**src/rtl/aes_cmd_issuer_pkg.sv**
```systemverilog
// Shared AES datapath sizes and block-formatting helpers for the command issuer.
package aes_cmd_issuer_pkg;

  localparam int BLK_S  = 128;
  localparam int KEY_S  = 256;
  localparam int WORD_S = 32;

  function automatic logic [BLK_S-1:0] cmd_block(input logic [WORD_S-1:0] cmd);
    return {{(BLK_S-WORD_S){1'b0}}, cmd};
  endfunction

endpackage

```
**src/rtl/aes_cmd_issuer_if.sv**
```systemverilog
// AXI-Stream beat channel from the issuer toward the aes_controller input.
interface aes_cmd_issuer_if #(
  parameter int DW = 32
) ();

  logic          tvalid;
  logic          tready;
  logic [DW-1:0] tdata;
  logic          tlast;

  modport master (output tvalid, output tdata, output tlast, input tready);
  modport slave  (input tvalid, input tdata, input tlast, output tready);

endinterface

```
**src/rtl/aes_blk_serializer.sv**
```systemverilog
// Holds one 128-bit block and shifts it out as 32-bit AXI-Stream beats, low word first.
module aes_blk_serializer
  import aes_cmd_issuer_pkg::*;
#(
  parameter int BUS_DATA_WIDTH = 32
) (
  input  logic             clk,
  input  logic             reset,
  input  logic             load_valid,
  input  logic [BLK_S-1:0] load_data,
  input  logic             load_last,
  output logic             load_ok,
  output logic             block_done,
  output logic             pkt_done,
  aes_cmd_issuer_if.master m
);

  localparam logic [1:0] LAST_BEAT = 2'(BLK_S / BUS_DATA_WIDTH - 1);

  logic [BLK_S-1:0] shreg_q, shreg_d;
  logic [1:0]       cnt_q, cnt_d;
  logic             held_q, held_d;
  logic             last_q, last_d;
  logic             beat_acc_s;

  assign beat_acc_s = held_q && m.tready;
  assign block_done = beat_acc_s && (cnt_q == LAST_BEAT);
  assign pkt_done   = block_done && last_q;
  // A packet's final block is never followed by a reload in the same cycle.
  assign load_ok    = !held_q || (block_done && !last_q);

  assign m.tvalid = held_q;
  assign m.tdata  = shreg_q[BUS_DATA_WIDTH-1:0];
  assign m.tlast  = held_q && last_q && (cnt_q == LAST_BEAT);

  always_comb begin
    shreg_d = shreg_q;
    cnt_d   = cnt_q;
    held_d  = held_q;
    last_d  = last_q;
    if (load_valid && load_ok) begin
      shreg_d = load_data;
      cnt_d   = 2'd0;
      held_d  = 1'b1;
      last_d  = load_last;
    end else if (beat_acc_s) begin
      shreg_d = shreg_q >> BUS_DATA_WIDTH;
      cnt_d   = cnt_q + 2'd1;
      if (cnt_q == LAST_BEAT) begin
        held_d = 1'b0;
        last_d = 1'b0;
      end else begin
        held_d = 1'b1;
      end
    end else begin
      held_d = held_q;
    end
  end

  always_ff @(posedge clk) begin
    if (reset) begin
      shreg_q <= {BLK_S{1'b0}};
      cnt_q   <= 2'd0;
      held_q  <= 1'b0;
      last_q  <= 1'b0;
    end else begin
      shreg_q <= shreg_d;
      cnt_q   <= cnt_d;
      held_q  <= held_d;
      last_q  <= last_d;
    end
  end

endmodule

```
**src/rtl/aes_cmd_issuer.sv**
```systemverilog
// Sequences CMD, key, optional IV and payload blocks of one AES packet onto the stream.
// Optional AES-256 upper key half is enabled by defining AES_ISSUER_AES256_EN.
module aes_cmd_issuer
  import aes_cmd_issuer_pkg::*;
#(
  parameter int BUS_DATA_WIDTH = 32
) (
  input  logic              clk,
  input  logic              reset,
  input  logic              req_valid,
  output logic              req_ready,
  input  logic [WORD_S-1:0] req_cmd,
  input  logic [KEY_S-1:0]  req_key,
  input  logic [BLK_S-1:0]  req_iv,
  input  logic              req_key256,
  input  logic              req_need_iv,
  input  logic              blk_valid,
  output logic              blk_ready,
  input  logic [BLK_S-1:0]  blk_data,
  input  logic              blk_last,
  aes_cmd_issuer_if.master  m,
  output logic              busy
);

  typedef enum logic [2:0] {
    ST_IDLE   = 3'd0,
    ST_CMD    = 3'd1,
    ST_KEY_LO = 3'd2,
    ST_KEY_HI = 3'd3,
    ST_IV     = 3'd4,
    ST_DATA   = 3'd5
  } state_e;

  state_e           state_q, state_d;
  logic [BLK_S-1:0] key_lo_q, key_lo_d;
  logic [BLK_S-1:0] iv_q, iv_d;
  logic             need_iv_q, need_iv_d;
  logic [BLK_S-1:0] key_hi_s;
  logic             hi_en_s;

  logic             load_valid_s;
  logic [BLK_S-1:0] load_data_s;
  logic             load_last_s;
  logic             load_ok_s;
  logic             block_done_s;
  logic             pkt_done_s;

`ifdef AES_ISSUER_AES256_EN
  logic [BLK_S-1:0] key_hi_q, key_hi_d;
  logic             key256_q, key256_d;
  assign key_hi_s = key_hi_q;
  assign hi_en_s  = key256_q;
`else
  logic unused_key_hi_s;
  assign unused_key_hi_s = ^{req_key[KEY_S-1:BLK_S], req_key256};
  assign key_hi_s = {BLK_S{1'b0}};
  assign hi_en_s  = 1'b0;
`endif

  assign req_ready = (state_q == ST_IDLE);
  assign busy      = (state_q != ST_IDLE);
  assign blk_ready = (state_q == ST_DATA) && load_ok_s;

  // The CMD block goes straight into the serializer on acceptance, so the command word needs no copy here.
  always_comb begin
    state_d      = state_q;
    key_lo_d     = key_lo_q;
    iv_d         = iv_q;
    need_iv_d    = need_iv_q;
`ifdef AES_ISSUER_AES256_EN
    key_hi_d     = key_hi_q;
    key256_d     = key256_q;
`endif
    load_valid_s = 1'b0;
    load_data_s  = {BLK_S{1'b0}};
    load_last_s  = 1'b0;
    case (state_q)
      ST_IDLE: begin
        if (req_valid) begin
          state_d      = ST_CMD;
          key_lo_d     = req_key[BLK_S-1:0];
          iv_d         = req_iv;
          need_iv_d    = req_need_iv;
`ifdef AES_ISSUER_AES256_EN
          key_hi_d     = req_key[KEY_S-1:BLK_S];
          key256_d     = req_key256;
`endif
          load_valid_s = 1'b1;
          load_data_s  = cmd_block(req_cmd);
        end else begin
          state_d = ST_IDLE;
        end
      end
      ST_CMD: begin
        if (block_done_s) begin
          state_d      = ST_KEY_LO;
          load_valid_s = 1'b1;
          load_data_s  = key_lo_q;
        end else begin
          state_d = ST_CMD;
        end
      end
      ST_KEY_LO: begin
        if (block_done_s && hi_en_s) begin
          state_d      = ST_KEY_HI;
          load_valid_s = 1'b1;
          load_data_s  = key_hi_s;
        end else if (block_done_s && need_iv_q) begin
          state_d      = ST_IV;
          load_valid_s = 1'b1;
          load_data_s  = iv_q;
        end else if (block_done_s) begin
          state_d = ST_DATA;
        end else begin
          state_d = ST_KEY_LO;
        end
      end
      ST_KEY_HI: begin
        if (block_done_s && need_iv_q) begin
          state_d      = ST_IV;
          load_valid_s = 1'b1;
          load_data_s  = iv_q;
        end else if (block_done_s) begin
          state_d = ST_DATA;
        end else begin
          state_d = ST_KEY_HI;
        end
      end
      ST_IV: begin
        if (block_done_s) begin
          state_d = ST_DATA;
        end else begin
          state_d = ST_IV;
        end
      end
      ST_DATA: begin
        if (blk_valid && load_ok_s) begin
          load_valid_s = 1'b1;
          load_data_s  = blk_data;
          load_last_s  = blk_last;
        end else begin
          load_valid_s = 1'b0;
        end
        if (pkt_done_s) begin
          state_d = ST_IDLE;
        end else begin
          state_d = ST_DATA;
        end
      end
      default: begin
        state_d = ST_IDLE;
      end
    endcase
  end

  always_ff @(posedge clk) begin
    if (reset) begin
      state_q   <= ST_IDLE;
      key_lo_q  <= {BLK_S{1'b0}};
      iv_q      <= {BLK_S{1'b0}};
      need_iv_q <= 1'b0;
`ifdef AES_ISSUER_AES256_EN
      key_hi_q  <= {BLK_S{1'b0}};
      key256_q  <= 1'b0;
`endif
    end else begin
      state_q   <= state_d;
      key_lo_q  <= key_lo_d;
      iv_q      <= iv_d;
      need_iv_q <= need_iv_d;
`ifdef AES_ISSUER_AES256_EN
      key_hi_q  <= key_hi_d;
      key256_q  <= key256_d;
`endif
    end
  end

  aes_blk_serializer #(
    .BUS_DATA_WIDTH(BUS_DATA_WIDTH)
  ) u_ser (
    .clk       (clk),
    .reset     (reset),
    .load_valid(load_valid_s),
    .load_data (load_data_s),
    .load_last (load_last_s),
    .load_ok   (load_ok_s),
    .block_done(block_done_s),
    .pkt_done  (pkt_done_s),
    .m         (m)
  );

endmodule

```
**src/flat_wrapper.sv**
```systemverilog
// flat-port wrapper written by rule: the top's interface ports become plain ports
module aes_cmd_issuer_flat import aes_cmd_issuer_pkg::*;
#(
  parameter int BUS_DATA_WIDTH = 32
)
  (clk, reset, req_valid, req_ready, req_cmd, req_key, req_iv, req_key256, req_need_iv, blk_valid, blk_ready, blk_data, blk_last, busy, m_tvalid, m_tdata, m_tlast, m_tready);
  aes_cmd_issuer_if #(.DW(32)) m_i ();
  input  logic clk;
  input  logic reset;
  input  logic req_valid;
  output logic req_ready;
  input  logic [WORD_S-1:0] req_cmd;
  input  logic [KEY_S-1:0] req_key;
  input  logic [BLK_S-1:0] req_iv;
  input  logic req_key256;
  input  logic req_need_iv;
  input  logic blk_valid;
  output logic blk_ready;
  input  logic [BLK_S-1:0] blk_data;
  input  logic blk_last;
  output logic busy;
  output wire logic [$bits(m_i.tvalid)-1:0] m_tvalid;
  output wire logic [$bits(m_i.tdata)-1:0] m_tdata;
  output wire logic [$bits(m_i.tlast)-1:0] m_tlast;
  input wire logic [$bits(m_i.tready)-1:0] m_tready;
  assign m_tvalid = m_i.tvalid;
  assign m_tdata = m_i.tdata;
  assign m_tlast = m_i.tlast;
  assign m_i.tready = m_tready;
  aes_cmd_issuer #(.BUS_DATA_WIDTH(BUS_DATA_WIDTH)) u_core (.clk(clk), .reset(reset), .req_valid(req_valid), .req_ready(req_ready), .req_cmd(req_cmd), .req_key(req_key), .req_iv(req_iv), .req_key256(req_key256), .req_need_iv(req_need_iv), .blk_valid(blk_valid), .blk_ready(blk_ready), .blk_data(blk_data), .blk_last(blk_last), .m(m_i), .busy(busy));
endmodule
```
**config.mk**
```make
export PLATFORM = sky130hd
export DESIGN_NAME = aes_cmd_issuer_flat
export DESIGN_NICKNAME = d
export VERILOG_FILES = /design/src/rtl/aes_cmd_issuer_pkg.sv /design/src/rtl/aes_cmd_issuer_if.sv /design/src/rtl/aes_blk_serializer.sv /design/src/rtl/aes_cmd_issuer.sv /design/src/flat_wrapper.sv
export SDC_FILE = /design/constraint.sdc
export NUM_CORES = 1
export LEC_CHECK = 0
export CAP_MARGIN = 10
export CORE_AREA = 4 4 225 227
export CTS_CLUSTER_DIAMETER = 40
export DETAILED_ROUTE_END_ITERATION = 7
export DIE_AREA = 0 0 229 231
export PLACE_DENSITY_LB_ADDON = 0.15
export SLEW_MARGIN = 10
export SYNTH_ARGS = -nofsm -noshare
export SYNTH_HDL_FRONTEND = slang
export SYNTH_SLANG_ARGS = --single-unit
```
**constraint.sdc**
```tcl
create_clock -name clk -period 4.5 [get_ports clk]
set_input_delay 0.675 -clock clk [delete_from_list [all_inputs] [get_ports clk]]
set_output_delay 0.675 -clock clk [all_outputs]
set_load 0.03 [all_outputs]
```
### After elaboration in Yosys (flattened, before gate mapping)

Index checks and enable logic that the tools add are counted.

* bits in registers: 392
* output and inout bits: 37

* multiplexer cells: 29
* equal/unequal tests: 6
* reductions and logical operators: 21
* add/subtract/negate cells: 1

Operators by type and width (number)
* two-way mux 128 bit: 5
* case mux 128 bit (4 select lines): 1
* two-way mux 32 bit: 1
* case mux 3 bit (6 select lines): 1
* two-way mux 3 bit: 5
* two-way mux 1 bit: 14
* logical AND 1 bit: 10
* == test 3 x 2 -> 1 bit (second input constant): 2
* == test 3 bit (second input constant): 2
* case mux 1 bit (4 select lines): 1
* AND reduction 2 bit: 2
* nonzero test 2 bit: 2
* OR reduction 2 bit: 2
* == test 3 x 1 -> 1 bit (second input constant): 1
* zero test 3 bit: 1
* nonzero test 3 bit: 1
* adder 2 x 1 -> 2 bit (second input constant): 1
* == test 2 bit (second input constant): 1
* zero test 1 bit: 2
* two-way mux 2 bit: 1
* logical OR 1 bit: 1

### Depth between registers and ports, before layout

* depth in word-level cells: 10
* depth in mapped cells: 9
* gate-level depth less buffers: 5

### Modules after synthesis

Synthesis repeated with hierarchy kept, for this count alone.

* cell total of the unflattened synthesis: 2335
* area, all modules: 18988.2 sq um

By module, submodules not included
* aes_cmd_issuer: sequential area each 5205.0 sq um, instances 1, area an instance 13057.5 sq um, cells an instance 1586
* aes_blk_serializer: sequential area each 2642.5 sq um, instances 1, area an instance 5930.7 sq um, cells an instance 749

### Worst setup path after synthesis

No wires, ideal clock.

* kind: in2out
* start: input m_tready
* end: output blk_ready
* arrival time: 2.244 ns
* path slack: 1.581 ns
* stages on the path: 6
* buffers on the path: 4
* data required time: 3.825 ns
* cell sequence: buf_2 nand3b_1 buf_2 buf_1 clkbuf_1 a211oi_1

* cells in the longest elaborated chain, start to end: 5

Ends and longest elaborated chain
* start: declaration: RTL line flat_wrapper.sv:25 `input wire logic [$bits(m_i.tready)-1:0] m_tready;`
* logical AND 1 bit: RTL line aes_blk_serializer.sv:26 `assign beat_acc_s = held_q && m.tready;`
* logical AND 1 bit: RTL line aes_blk_serializer.sv:27 `assign block_done = beat_acc_s && (cnt_q == LAST_BEAT);`
* logical AND 1 bit: RTL line aes_blk_serializer.sv:30 `assign load_ok = !held_q || (block_done && !last_q);`
* logical OR 1 bit: RTL line aes_blk_serializer.sv:30
* logical AND 1 bit: RTL line aes_cmd_issuer.sv:62 `assign blk_ready = (state_q == ST_DATA) && load_ok_s;`
* end: declaration: RTL line flat_wrapper.sv:18 `output logic blk_ready;`

No other way between the ends.

### Worst setup path in the final report

* start: register u_core.u_ser.held_q, in the netlist u_core.u_ser.m.tvalid
* end: output m_tlast

* cells in the longest elaborated chain, start to end: 2

Ends and longest elaborated chain
* start: declaration: RTL line aes_blk_serializer.sv:22 `logic held_q, held_d;`
* start signal: assignment: RTL line aes_blk_serializer.sv:69 `held_q <= held_d;`
* logical AND 1 bit (2 in series): RTL line aes_blk_serializer.sv:34 `assign m.tlast = held_q && last_q && (cnt_q == LAST_BEAT);`
* end: declaration: RTL line flat_wrapper.sv:24 `output wire logic [$bits(m_i.tlast)-1:0] m_tlast;`

No other way between the ends.

==> summary.txt <==
Place
  • DP Cell Count: 3409
  • PortBufs: 459
  • Placer congestion estimate: 0.862
  • Dpl hpwl: 49700 um

Synth
  • Synth Area in Adders: 0.0630%
  • Cell Area, Synth: 19900 um2
  • Syn avg cell area: 7.67 um2
  • Most common library cells after synthesis: 616 x nand2_1, 392 x dfxtp_1, 294 x a21oi_1
  • Syn Nets: 3144
  • Seq/Total Area, Yosys: 39.5%
  • Number of library cell types mapped by synthesis: 44
  • Top-count cell post-synth: nand2_1
  • Synth warn: 0
  • Synth area leader: dfxtp_1
  • Xor and xnor area share after synthesis: 0.0441%
  • Register bit total from synthesis: 392
  • Area share of the largest cell type after synthesis: 39.5%
  • Synth Flop Type: dfxtp_1
  • Mux cell area share after synthesis: 8.57%
  • Synth top area cells: dfxtp_1 40%, nand2_1 12%, a21oi_1 7.4%
  • Asr flop ratio synth: 0%
  • Synth Instances: 2591
  • Post-synthesis compound-gate area fraction: 21.1%
  • Post-synth EDFFs: 0
  • Largest family of logic cells by synthesized area: compound AO/OA/AOI/OAI gates
  • Post-synthesis simple-gate area fraction: 20.4%

Worst setup path
  • Worst setup EP type: output port
  • Slowest stage delay, CP: 0.75 ns
  • Worst Path Required: 3.83 ns
  • WS Path Type: register to output port
  • CP Launch Type: register
  • Cell Chain, Critical Path: buf_4, and3_1, clkdlybuf4s50_1
  • CP max FO: 92
  • Critical path's slowest cell: buf_4
  • Critical path arrival: 2.78 ns

Routing
  • 1st-iter DRT viols: 1757
  • Met3 routed WL: 4760 um
  • Via density: 5.58
  • Uppermost layer routed: met5
  • Met2 wire len: 34500 um
  • Final wirelength: 74300 um
  • Drt pass-1 iters: 5
  • Post-DRT Antenna Nets: 0
  • Total number of vias: 19800
  • # DRC: 0
  • M1 WL: 33600 um
  • Drt wl/cell: 21.0 um

Pwr
  • PD cells: 390 nW/um2
  • Logic pwr share: 12.1%
  • Net Sw Frac: 25.8%
  • NetSw: 0.00269 W
  • Pint: 0.00776 W
  • Clk pwr share: 52.3%
  • Total Power: 0.0105 W
  • Max IR drop VDD: 0.234 mV
  • Sequential share of power: 35.6%
  • Leak pwr: 10.9 nW

Clock network
  • Post-CTS setup buffers: 0
  • Max Buffers Root-to-Sink: 3
  • CTS tree: built
  • CTS Buf Count: 70
  • CTS H-tree depth: 3
  • Hold buffers post-CTS: 0
  • CTS resizes: 0
  • Clk sink count: 392
  • CTS clock-pin slew for the worst setup and hold paths: 0.05 ns
  • CTS Root Cell: clkbuf_16
  • Clock latency at the later pin of the worst-skew pair: 0.60 ns

Status
  • Outcome: finished, final reports clean

Die
  • Die height: 231 um
  • Io pins: 589
  • Initial Util: 40.8%
  • # rows: 81
  • Die width: 229 um
  • Die area: 52900 um2
  • Core Area: 48600 um2

GRT
  • Antenna violations before repair: 8
  • Total track usage: 26.8%
  • Vias in the first global route: 19100
  • Largest net degree at the start of global routing: 207
  • Total global routing overflow: 0
  • First-pass GRT wire length: 113000 um

Timing
  • Minimum clock period: 3.46 ns
  • Period utilisation layout: 76.8%
  • # setup viols final: 0
  • Clock Skew: 0.0258 ns
  • Peak Freq: 289 MHz
  • RSZ-0062 raised after global routing: no
  • Worst-Margin Slew: 1.24 ns
  • Final Hold Viols: 0
  • Max-slew headroom: 17.4%
  • Final Max Slew Viols: 0
  • Setup TNS Final: 0 ns

Cells and area
  • Layout cells sized above 1: 9.09%
  • Post-Layout Cell Count: 3541
  • Final nets: 3412
  • Area Growth Syn to Fin: 34.9%
  • FILL cells: 4647

Hold path
  • Hold WC Path Type: register to register

Run
  • Max Cap Viol: 0
[critical path, delay by kind of cell (launching register included)]
family	cells	cell delay, ns
flip-flops	1	0.36
buffers and inverters	2	1.49
AND/OR/NAND/NOR	1	0.31
[flip-flops by register name (all words and copies together), names as in the netlist]
register,flops
u_core.u_ser.last_q,1
u_core.u_ser.shreg_q,128
u_core.iv_q,128
u_core.state_q,3
u_core.u_ser.cnt_q,2
u_core.need_iv_q,1
u_core.u_ser.m.tvalid,1
u_core.key_lo_q,128
[layout make-up]
cell class	count	area, um2	area share [%]
antenna	4	10.0	0.0373
clock buffer	86	1930	7.21
clock inverter	42	534	1.99
inverter	193	732	2.73
multi-input combinational	1714	10100	37.5
sequential	392	7850	29.3
tap	622	778	2.90
timing repair buffer	488	4910	18.3
[final timing paths]
kind | endpoint | slack (ns) | start | cells after the start
worst min register to register | u_core.iv_q[105]$_SDFFE_PP0P_ | 0.45 | u_core.iv_q[105]$_SDFFE_PP0P_ | 2
worst max register to register | u_core.u_ser.shreg_q[8]$_SDFFE_PP0P_ | 1.29 | u_core.state_q[0]$_SDFF_PP0_ | 6
worst min-delay path | u_core.iv_q[105]$_SDFFE_PP0P_ | 0.45 | u_core.iv_q[105]$_SDFFE_PP0P_ | 2
worst max-delay path | m_tlast | 1.04 | u_core.u_ser.m.tvalid$_SDFFE_PP0P_ | 3
[kinds of logic after synthesis]
kind of cell               Yosys count
muxes                              162
AOI/OAI and AO/OA                  624
DFF                                392
adders and majority gates            1
xor gates and xnor gates             1
and+or+nand+nor                    926
buffers and inverters              485
[routing by layer]
| layer | GRT usage (%) | vias to the layer above |
|---|---|---|
| li1 | - | 9482 |
| met1 | 37.1 | 9444 |
| met2 | 42.9 | 740 |
| met3 | 5.18 | 92 |
| met4 | 7.44 | 6 |
| met5 | 0 | - |
[power groups by stage]
stage | sequential [W] | clock (W) | combinational, W
CTS | 0.00372 | 0.00555 | 0.00127
global placement | 0.00378 | 0 | 0.00125
global route | 0.00373 | 0.00571 | 0.00137
detailed placement | 0.00379 | 0 | 0.00126
finish | 0.00372 | 0.00547 | 0.00127
floorplan | 0.00376 | 0 | 0.000701
[per-stage QoR]
stage               area [um2]  hold WS (ns)  setup WS (ns)  util, %
CTS                      26800         0.449           1.03     55.1
finish                   26800         0.449           1.04     55.1
global placement         24300         0.438           1.23     50.0
floorplan                19900         0.432           1.58        -
global route             26800         0.464          0.948     55.1
detailed placement       24300         0.442           1.18     50.0
[cells in the final DEF, fill, tap and decap left out, types with 35 or more instances in the layout]
| cell type | n |
|---|---|
| nand2_1 | 615 |
| clkdlybuf4s50_1 | 457 |
| dfxtp_1 | 391 |
| a21oi_1 | 293 |
| inv_1 | 192 |
| mux2i_1 | 98 |
| nor3_1 | 97 |
| and3_1 | 95 |
| a211oi_1 | 94 |
| o31ai_1 | 93 |
| clkbuf_16 | 71 |
| nand3_1 | 69 |
| mux2_2 | 64 |
| nand4_1 | 35 |
Note: power is estimated with default switching activity, not from simulation.
